$ cat src/rtl/seg7_pkg.sv
// seg7_pkg: shared constants and types for the multiplexed seven-segment
// display driver.
//   SEG_BLANK  : catode value with every segment and the dp dark
//   ANODE_OFF  : anode value with no digit selected
//   DIGITS     : number of multiplexed digits
//   HEX_SEG    : active-low a..g patterns for hex digits 0..F (bit 0 = a)
package seg7_pkg;

  localparam int          DIGITS    = 4;
  localparam logic [7:0]  SEG_BLANK = 8'hFF;
  localparam logic [3:0]  ANODE_OFF = 4'hF;
  localparam logic [6:0]  SEG_OFF   = 7'h7F;

  // Digit select for the scan; one value per multiplexed digit.
  typedef logic [1:0] digit_t;

  // Active-low segment patterns, dp excluded.
  localparam logic [6:0] HEX_SEG [16] = '{
    7'h40, 7'h79, 7'h24, 7'h30,   // 0 1 2 3
    7'h19, 7'h12, 7'h02, 7'h78,   // 4 5 6 7
    7'h00, 7'h10, 7'h08, 7'h03,   // 8 9 A b
    7'h46, 7'h21, 7'h06, 7'h0E    // C d E F
  };

endpackage

$ cat src/rtl/hex_to_seg.sv
// hex_to_seg: combinational hex digit to active-low seven-segment decode.
//   nibble : 4-bit hex value
//   seg    : active-low segments, seg[0]=a .. seg[6]=g
module hex_to_seg
  import seg7_pkg::*;
(
  input  logic [3:0] nibble,
  output logic [6:0] seg
);

  assign seg = HEX_SEG[nibble];

endmodule

$ cat src/rtl/seg7_scan_driver.sv
// seg7_scan_driver: scans a latched 16-bit value onto a 4-digit multiplexed
// seven-segment display, one digit per refresh slot, with a one-cycle
// all-off blank at the start of every slot to suppress ghosting.
//   clk, reset : system clock, synchronous active-high reset
//   data_in    : value to show; nibble i drives digit i (digit 0 rightmost)
//   dp_in      : decimal-point enables, bit i for digit i, 1 = lit
//   load       : strobe; when high at an edge data_in/dp_in are latched
//   blank_lz   : 1 = suppress leading zeros (used live, not latched)
//   anode      : active-low one-hot digit select, anode[0] = digit 0
//   catode     : active-low segments, catode[6:0] = g..a, catode[7] = dp
//
// The scan state is prescaler + index. The slot phase is implicit: the
// edge on which the prescaler wraps (tick) produces the blank cycle, every
// other edge drives the digit selected by index. Both outputs are
// registered, so nothing on the input side reaches the pins combinationally.
// REFRESH_DIV must be at least 2, otherwise every edge would be a blank.
module seg7_scan_driver
  import seg7_pkg::*;
#(
  parameter  int REFRESH_DIV = 100000,
  localparam int CNT_W       = $clog2(REFRESH_DIV)
) (
  input  logic        clk,
  input  logic        reset,
  input  logic [15:0] data_in,
  input  logic [3:0]  dp_in,
  input  logic        load,
  input  logic        blank_lz,
  output logic [3:0]  anode,
  output logic [7:0]  catode
);

  localparam logic [CNT_W-1:0] PRESCALE_LAST = CNT_W'(REFRESH_DIV - 1);

  logic [15:0]      shadow;
  logic [3:0]       dp_shadow;
  logic [CNT_W-1:0] prescaler;
  digit_t           index;

  logic             tick;
  logic [3:0]       nibble;
  logic [6:0]       seg_raw;
  logic             lz_blank;
  logic [6:0]       seg_disp;

  assign tick   = (prescaler == PRESCALE_LAST);
  assign nibble = shadow[{index, 2'b00} +: 4];

  hex_to_seg u_hex_to_seg (
    .nibble (nibble),
    .seg    (seg_raw)
  );

  // A digit is a leading zero when it and every more significant nibble
  // are zero. Digit 0 is exempt so an all-zero value still reads "0".
  always_comb begin
    lz_blank = 1'b0;
    case (index)
      2'd1:    lz_blank = (shadow[15:4]  == 12'h000);
      2'd2:    lz_blank = (shadow[15:8]  == 8'h00);
      2'd3:    lz_blank = (shadow[15:12] == 4'h0);
      default: lz_blank = 1'b0;
    endcase
    lz_blank = lz_blank & blank_lz;
  end

  // A suppressed digit keeps its anode and dp; only a..g go dark.
  assign seg_disp = lz_blank ? SEG_OFF : seg_raw;

  always_ff @(posedge clk) begin
    if (reset) begin
      shadow    <= '0;
      dp_shadow <= '0;
      prescaler <= '0;
      index     <= '0;
      anode     <= ANODE_OFF;
      catode    <= SEG_BLANK;
    end else begin
      prescaler <= tick ? '0 : prescaler + 1'b1;

      if (tick) begin
        index  <= index + 2'd1;
        anode  <= ANODE_OFF;
        catode <= SEG_BLANK;
      end else begin
        anode  <= ~(4'b0001 << index);
        catode <= {~dp_shadow[index], seg_disp};
      end

      // The shadow update lands alongside the output update, so new data is
      // first visible one edge after the load (or after the blank on a tick).
      if (load) begin
        shadow    <= data_in;
        dp_shadow <= dp_in;
      end
    end
  end

endmodule

$ cat config.mk
export PLATFORM = sky130hd
export DESIGN_NAME = seg7_scan_driver
export DESIGN_NICKNAME = d
export VERILOG_FILES = /design/src/rtl/seg7_pkg.sv /design/src/rtl/hex_to_seg.sv /design/src/rtl/seg7_scan_driver.sv
export SDC_FILE = /design/constraint.sdc
export NUM_CORES = 1
export LEC_CHECK = 0
export BUFFER_PORTS_ARGS = -buffer_cell sky130_fd_sc_hd__buf_4
export CORE_ASPECT_RATIO = 0.7
export CORE_MARGIN = 4
export CORE_UTILIZATION = 55
export CTS_CLUSTER_SIZE = 24
export DETAILED_ROUTE_END_ITERATION = 12
export PLACE_DENSITY = 0.77
export SLEW_MARGIN = 20
export SYNTH_ARGS = -nofsm -noshare
export SYNTH_HDL_FRONTEND = slang
export SYNTH_SLANG_ARGS = --single-unit
$ cat constraint.sdc
create_clock -name clk -period 2.8 [get_ports clk]
set_input_delay 0.28 -clock clk [delete_from_list [all_inputs] [get_ports clk]]
set_output_delay 0.28 -clock clk [all_outputs]
set_load 0.01 [all_outputs]
======== After elaboration in Yosys (flattened, before gate mapping) ========
Memory sizes are Yosys's and may differ from the RTL's. A register that Yosys moved wholly into a read port is not among the register bits.
Cells that the tools add are included.
storage, ports and cells
  bits of input ports ..................... 24
  bits in latches ......................... 0
  output and inout port bits .............. 12
  memories kept ........................... 1
  memory bits (read-only) ................. 112
  register bits ........................... 44
  logic and storage cells ................. 28
  bits in writable memories ............... 0
memory list
  name             depth  width  read ports  clocked after memory_dff  write ports  RTL line          source
  (no name shown)  16     7      1           1                         0            hex_to_seg.sv:11  assign seg = HEX_SEG[nibble];
cells by class
  magnitude comparators ................... 1
  bitwise operators ....................... 4
  shift operators ......................... 2
  $add $sub $neg .......................... 2
  $mul .................................... 0
  muxes and demuxes ....................... 3
  reductions and logical operators ........ 5
  div/mod/pow operators ................... 0
  equality and inequality tests ........... 4
operators by type and width
  operator                 number
  $add A17 B1 Y17 const B  1
  $eq A17 B17 Y1 const B   1
  $shiftx A16 B5 Y4        1
  $logic_not A12 Y1        1
  $logic_not A8 Y1         1
  $not A4 Y5               1
  $eq A2 B2 Y1 const B     2
  $logic_not A4 Y1         1
  $not A4 Y4               1
  $shl A1 B2 Y4 const A    1
  $lt A2 B3 Y1 const B     1
  $pmux W1 S3              1
  $reduce_or A3 Y1         1
  $add A2 B1 Y2 const B    1
  $bmux W1 S2              1
  $eq A2 B1 Y1 const B     1
  $reduce_or A2 Y1         1
  $and A1 B1 Y1            1
  $mux W1                  1
  $not A1 Y1               1

======== Depth between registers and ports, before layout ========
Gate-level depths: netlist (run 1).
  depth in word-level cells ............... 4
  depth in mapped cells ................... 7
  gate-level depth less buffers ........... 6

======== Hierarchy ========
A second synthesis (run 1) with hierarchy kept.
second synthesis, totals
  cells, all modules ...................... 243
  area, all modules ....................... 2416.1 µm²
modules (own cells, without submodules)
  module            cells each  area an instance (µm²)  sequential area each (µm²)  instances
  seg7_scan_driver  208         2168.3                  1021.0                      1
  hex_to_seg        35          247.7                   0.0                         1

======== Worst setup path after synthesis (run 1) ========
OpenSTA, ideal clock, no wires.
  path kind ............................... register to register
  start point ............................. reg index[0]
  end point ............................... reg catode[0]
  path slack .............................. 0.779 ns
  library setup time ...................... 0.124 ns
  required time ........................... 2.676 ns
  buffers on the path ..................... 1
  cell stages (with the launch flop) ...... 8
  arrival time ............................ 1.897 ns
  period minus slack after synthesis ...... 2.021 ns
  cells stage by stage .................... dfxtp_1 > buf_6 > mux4_2 > ha_1 > inv_1 > nor3b_1 > a41o_1 > a2111o_1
on the way
  word-level cells in the longest chain between the ends .. 4
  elaborated cells on any way between the ends .. 8
  classes of those cells .................. eq/ne (3); shift (1); mux (1); bitwise (2); reduce/logical (1)
RTL lines
  item                                                 RTL line                source
  from (decl)                                          seg7_scan_driver.sv:38  digit_t index;
  from (signal assigned)                               seg7_scan_driver.sv:82  index <= index + 2'd1;
  $eq A2 B2 Y1 / $eq A2 B1 Y1 (equally long branches)  seg7_scan_driver.sv:58  case (index)
  $pmux W1 S3                                          seg7_scan_driver.sv:58
  $and A1 B1 Y1                                        seg7_scan_driver.sv:64  lz_blank = lz_blank & blank_lz;
  $reduce_or A3 Y1 (no line)                           n/a
  to (decl)                                            seg7_scan_driver.sv:30  output logic [7:0] catode
Parallel ways exist; a longest one is shown, timed or not.
A chain may end at the register's enable or synchronous reset.

======== Worst setup path in the final report (run 1) ========
  start point ............................. reg index[1]
  end point ............................... reg catode[0]
Same word-level chain as after synthesis.

==> results of run 1 <==
cells by family after synthesis:
| group | Yosys count |
|---|---|
| mux | 29 |
| buf+inv | 19 |
| flops | 51 |
| simple gates | 93 |
| xor+xnor | 15 |
| fa+ha+maj | 12 |
| compound gates | 28 |
sequential cells by signal, indices dropped and copies added, names as in the netlist:
name and cells:
anode 4, shadow 16, index 2, prescaler 17
dp_shadow 4, catode 8
worst max-delay path, cell delays in order, from the launching register on:
cell and delay [ns]:
dfxtp_1 0.65, mux4_2 0.37, inv_1 0.11, ha_1 0.27, a22o_1 0.23, a2111o_1 0.41
metrics by stage:
step	hold slack (ns)	total power (W)	utilization [%]	worst slack, ns
after floorplan	0.4129	0.0008879	-	0.7790
after CTS	0.2110	0.001445	68.67	0.6704
final	0.2169	0.001433	68.67	0.6479
after detailed placement	0.4339	0.0009542	66.04	0.6844
after global routing	0.2199	0.001500	68.67	0.5145
after global placement	0.4265	0.0009509	66.04	0.7800
final timing paths:
check | cells past startpoint | start | to
worst min-delay path | 3 | data_in[10] | shadow[10]
worst max-delay path | 5 | index[1] | catode[0]
worst max register to register | 5 | index[1] | catode[0]
worst min register to register | 1 | prescaler[0] | prescaler[0]
cell usage in the layout (no fill, tap or decap), drive strengths merged, types with 2 or more instances in the layout:
cell,count
a21oi,6
nor2,38
o21ai,10
a211o,4
nand3,6
ha,12
nand2b,3
and2,2
nor4b,2
or3,5
nor3b,2
mux2i,24
inv,6
mux4,5
and3,4
dfxtp,51
nand4,6
nand2,16
nand3b,2
nor4,3
clkbuf,5
buf,37
xnor2,2
xor2,13
per-layer routing:
layer	share of wire, %	up-vias	track usage (%)
met5	0	-	0
met4	0.61	0	3.502
met3	8.2	4	4.948
met2	39	58	24.62
met1	52	863	29.51
li1	-	925	-
where the power goes:
part / internal, W / switching (W)
sequential: 0.000756 / 0.0000226
combinational: 0.0000828 / 0.0000766
clock: 0.000261 / 0.000233
total: 0.00110 / 0.000333
cell type report:
| type | instances | share of cell area [%] |
|---|---|---|
| Sequential cell | 51 | 36.79 |
| Tap cell | 52 | 2.344 |
| Multi-Input combinational cell | 177 | 46.21 |
| Inverter | 6 | 0.8115 |
| Clock inverter | 2 | 1.353 |
| Timing Repair Buffer | 37 | 10.01 |
| Clock buffer | 5 | 2.480 |
==> impl_metrics.yaml, run 1 <==
route:
  wl_per_cell_um: 14.46
  drt_iter0_markers: 128
  routed_wl_um: 4772
  vias: 1850
  via_per_inst: 5.606
  first_pass_iters: 4
  drc: 0
  antenna_left: 0
logic_synthesis:
  synth.top_cell.area_share_pct: 42.79
  synth_edf_count: 0
  synth-xor-area-share_pct: 5.506
  avgSynthCellArea_um2: 9.660
  yosysTopAreaCell: "dfxtp_1"
  synthTopCellsByCount: "51 x dfxtp_1, 38 x nor2_1, 24 x mux2i_1"
  ys_ff_latch: 51
  synth_compound_area_share_pct: 8.023
  synthTopCellsByArea: "dfxtp_1 43%, mux2i_1 10%, ha_1 6.3%, nor2_1 6.0%, xor2_1 4.8%"
  yosys.cell_count.top_type: "dfxtp_1"
  synthCells: 247
  synth_top_family_by_area: "simple AND/OR/NAND/NOR gates"
  synth_top_flop_cell: "dfxtp_1"
  seq_area_frac_synth_pct: 42.79
  synth_mux_area_share_pct: 14.79
  synthSimpleGateAreaFrac_pct: 19.14
  async_flop_share_pct: 0
  synth_fa_ha_area_share_pct: 6.293
  synth_fp_nets: 283
  yosys_warnings: 0
  synth.distinct_cells: 38
  syn-cell-area_um2: 2386
final_layout:
  n_antenna_cell: 0
  n_fill_cell: 325
  final_cells: 330
  syn2layout_area_growth_pct: 16.31
  layout.nets: 314
  multi_input_area_um2: 1282
  final-seq-area_um2: 1021
  finalInstanceArea_um2: 2775
  drive_above_1_share_pct: 17.99
die:
  std_cell_rows: 19
  num_io_pins: 36
  die_w_um: 86.73
  start_util_pct: 59.04
  die_y_um: 63.11
  die_area_um2: 5473
  core-area_um2: 4041
clocking:
  postCtsSetupBuffers: 0
  clk_latency_ns: 0.30
  cts_tree: "yes"
  cts_made_buffers: 5
  cts_hold_buf: 0
  cts.htree.levels: 2
  cts-root-buf: "clkbuf_8"
  clock_sinks: 51
  cts_max_path_buffers: 2
  path_clk_slew_ns: 0.09
  post_cts_resized: 0
setup_path:
  setup.worst_path.class: "flip-flop to flip-flop"
  critPathLaunchType: "flip-flop"
  crit_fanout: 14
  cp.arrival_ns: 2.33
  worst_setup_path_end_kind: "flip-flop"
  crit_required_ns: 2.98
  r2r_slack_ns: 0.65
outcome:
  status: "finished clean"
power:
  p_leak_nw: 1.211
  ir_drop_mv: 0.3969
  powerDensity_nw_per_um2: 516.3
hold_path:
  hp-class: "primary input to flip-flop"
placement:
  dpl.hpwl_um: 3480
  io_buffers: 35
  place.gp.congestion: 0.8649
  placedInstanceArea_um2: 2669
  dp.cells: 323
global_route:
  grt_pass1_vias: 1692
  grt_pass1_wl_um: 8135
  antenna_found_initial: 0
  overflow: 0
  grt_start_max_net_pins: 27
  grt_usage_pct: 18.50
timing:
  post-route-min-period_ns: 2.152
  hold_viol: 0
  slew_violations: 0
  worst_pin_slew_ns: 0.5616
  slew-limit-headroom_pct: 62.22
  tns_ns: 0
  post-route-period-util_pct: 76.86
  grt_setup_unrepaired: "false"
  skew_ns: 0.005399
  setup_violations: 0
  fmax_ghz: 0.4647
run:
  maxCapViolations: 0
No activity file was read; power rests on OpenSTA's default activity.
==> run 2, diff against run 1 <==
--- a/config.mk
+++ b/config.mk
@@ -5,6 +5,7 @@
 export SDC_FILE = /design/constraint.sdc
 export NUM_CORES = 1
 export LEC_CHECK = 0
+export ABC_AREA = 1
 export BUFFER_PORTS_ARGS = -buffer_cell sky130_fd_sc_hd__buf_4
 export CORE_ASPECT_RATIO = 0.7
 export CORE_MARGIN = 4
==> constraint.sdc (replaced) <==
create_clock -name clk -period 2.2 [get_ports clk]
set_input_delay 0.22 -clock clk [delete_from_list [all_inputs] [get_ports clk]]
set_output_delay 0.22 -clock clk [all_outputs]
set_load 0.01 [all_outputs]
==> impl_metrics.yaml, run 2 <==
clocking:
  cts-root-buf: "clkbuf_8"
  cts_tree: "yes"
  clock_sinks: 51
  path_clk_slew_ns: 0.09
  cts_max_path_buffers: 2
  cts_hold_buf: 0
  postCtsSetupBuffers: 0
  cts_made_buffers: 5
  post_cts_resized: 0
  cts.htree.levels: 2
  clk_latency_ns: 0.31
die:
  num_io_pins: 36
  die_y_um: 65.26
  start_util_pct: 58.16
  die_area_um2: 5860
  std_cell_rows: 20
  die_w_um: 89.80
  core-area_um2: 4429
logic_synthesis:
  yosys.cell_count.top_type: "nand2_1"
  synth.distinct_cells: 30
  ys_ff_latch: 51
  yosysTopAreaCell: "dfxtp_1"
  synthTopCellsByArea: "dfxtp_1 40%, nand2_1 12%, nor2_1 8.2%, ha_1 5.8%, o21ai_0 4.7%"
  syn-cell-area_um2: 2576
  synth-xor-area-share_pct: 1.360
  synth_fa_ha_area_share_pct: 5.828
  synth.top_cell.area_share_pct: 39.63
  synth_edf_count: 0
  synth_top_family_by_area: "simple AND/OR/NAND/NOR gates"
  async_flop_share_pct: 0
  synthCells: 349
  synthSimpleGateAreaFrac_pct: 37.59
  synth_compound_area_share_pct: 8.791
  synth_fp_nets: 385
  synthTopCellsByCount: "82 x nand2_1, 56 x nor2_1, 51 x dfxtp_1"
  avgSynthCellArea_um2: 7.382
  synth_mux_area_share_pct: 0
  seq_area_frac_synth_pct: 39.63
  synth_top_flop_cell: "dfxtp_1"
  yosys_warnings: 0
final_layout:
  largest_register_ffs: 17
  n_antenna_cell: 0
  reg_top3: "prescaler x17, shadow x16, catode x8"
  final_cell_mix: "82 x nand2_1, 56 x nor2_1, 51 x dfxtp_1, 37 x buf_4"
  layout_commonest_cell: "nand2_1"
  drive_above_1_share_pct: 21.96
  syn2layout_area_growth_pct: 16.08
  layout.nets: 422
  top_register: "prescaler"
timing:
  setup_violations: 0
  post-route-min-period_ns: 1.762
  grt_setup_unrepaired: "false"
  skew_ns: 0.008446
  fin_hold_ws_ns: 0.1267
  worst_pin_slew_ns: 0.6630
  tns_ns: 0
  hold_viol: 0
  slew_violations: 0
  fmax_ghz: 0.5675
  slew-limit-headroom_pct: 55.75
  post-route-period-util_pct: 80.10
setup_path:
  critPathLaunchType: "flip-flop"
  r2r_slack_ns: 0.44
  crit_fanout: 10
  r2r-end: "catode[6]"
  crit_path_max_incr_delay_ns: 0.41
  crit_required_ns: 2.40
  crit_slowest_cell: "dfxtp_1"
  crit_cells: 9
  setup.worst_path.class: "flip-flop to flip-flop"
  crit_buf_inv: 2
  crit_family: "simple AND/OR/NAND/NOR gates"
  path_common_cell: "nand2_1"
  rr_startpoint: "index[1]"
  worst_setup_path_end_kind: "flip-flop"
  crit_chain: "inv_2, nand3_1, nand2_1, inv_1, ha_1, nand3_1, nand2_1, a21oi_1, nand2_1"
  worstRegToRegCells: 9
  crit_start: "index[1]"
  cp.arrival_ns: 1.96
  crit_path_end: "catode[6]"
power:
  p_leak_nw: 1.340
  ir_drop_mv: 0.3714
  powerDensity_nw_per_um2: 633.4
route:
  antenna_left: 0
  highest_layer: "met4"
  first_pass_iters: 4
  drt-met1-wl_um: 2798
  met2_length_um: 2063
  wl_met3_um: 402
  wl_per_cell_um: 12.03
  drt_iter0_markers: 159
  via_per_inst: 5.235
  drc: 0
  routed_wl_um: 5317
  vias: 2314
outcome:
  status: "finished clean"
placement:
  io_buffers: 35
  place.gp.congestion: 0.8384
  dpl.hpwl_um: 3945
global_route:
  overflow: 0
  grt_start_max_net_pins: 24
  grt_pass1_vias: 1972
  antenna_found_initial: 0
  grt_usage_pct: 19.33
  grt_pass1_wl_um: 9218
run:
  maxCapViolations: 0
hold_path:
  hp-class: "primary input to flip-flop"
[run 2: changes by cell type after synthesis, sizes merged, moves of 5 or more]
cell   change
inv       +25
nor3       +5
or3        -5
nand3     +18
nor2      +30
xor2      -10
nand2     +76
o21ai     +18
mux4       -5
a21oi      +9
mux2i     -24
[run 2: cell type report]
type	instances	area, µm²
clock buffers	6	82.58
inverters	32	125.1
repair buffers	37	277.8
well taps	55	68.82
fillers	387	1439
flip-flops and latches	51	1021
multi-input cells	259	1380
clock inverters	2	35.03
[run 2: layer usage]
metal  track usage (%)  vias up
met1             28.87     1034
met2             27.53       89
met5                 0        -
li1                  -     1184
met4             5.163        0
met3             4.805        7
[run 2: power by group]
part	leakage (nW)	total [W]	internal, W	switching, W
combinational	0.859	0.000218	0.0000971	0.000121
sequential	0.420	0.000992	0.000967	0.0000252
clock	0.0612	0.000683	0.000368	0.000315
total	1.34	0.00189	0.00143	0.000461
[run 2: through the flow]
step	setup slack [ns]	std cells	util (%)	total power (W)	cell area, µm²
after CTS	0.4483	442	67.51	0.001898	2990
after floorplan	0.6204	349	-	0.001148	2576
after global routing	0.2634	442	67.51	0.001992	2990
after detailed placement	0.4725	434	64.86	0.001232	2873
after global placement	0.5787	434	64.86	0.001228	2873
final	0.4378	442	67.51	0.001894	2990
[run 2: worst reg2reg max path, cell delays in order, from the launching register on]
cell and delay [ns]:
dfxtp_1 0.41, inv_2 0.20, nand3_1 0.11, nand2_1 0.20, inv_1 0.13, ha_1 0.23, nand3_1 0.12, nand2_1 0.06
a21oi_1 0.12, nand2_1 0.06
[run 2: logic make-up after synthesis]
group | Yosys count
adder cells (fa/ha/maj) | 12
XOR/XNOR | 4
buffers and inverters | 39
AND/OR/NAND/NOR | 200
flip-flops | 51
AO/OA/AOI/OAI | 43
[run 2: worst min-delay path by stage]
| stage | slack (ns) | start | to | cells after the start |
|---|---|---|---|---|
| after detailed placement | 0.45 | shadow[0] | shadow[0] | 2 |
| after global routing | 0.12 | dp_in[2] | dp_shadow[2] | 3 |
| after CTS | 0.12 | dp_in[2] | dp_shadow[2] | 3 |
| after floorplan | 0.35 | dp_in[3] | dp_shadow[3] | 2 |
| final | 0.13 | dp_in[2] | dp_shadow[2] | 3 |
| after global placement | 0.44 | shadow[0] | shadow[0] | 2 |
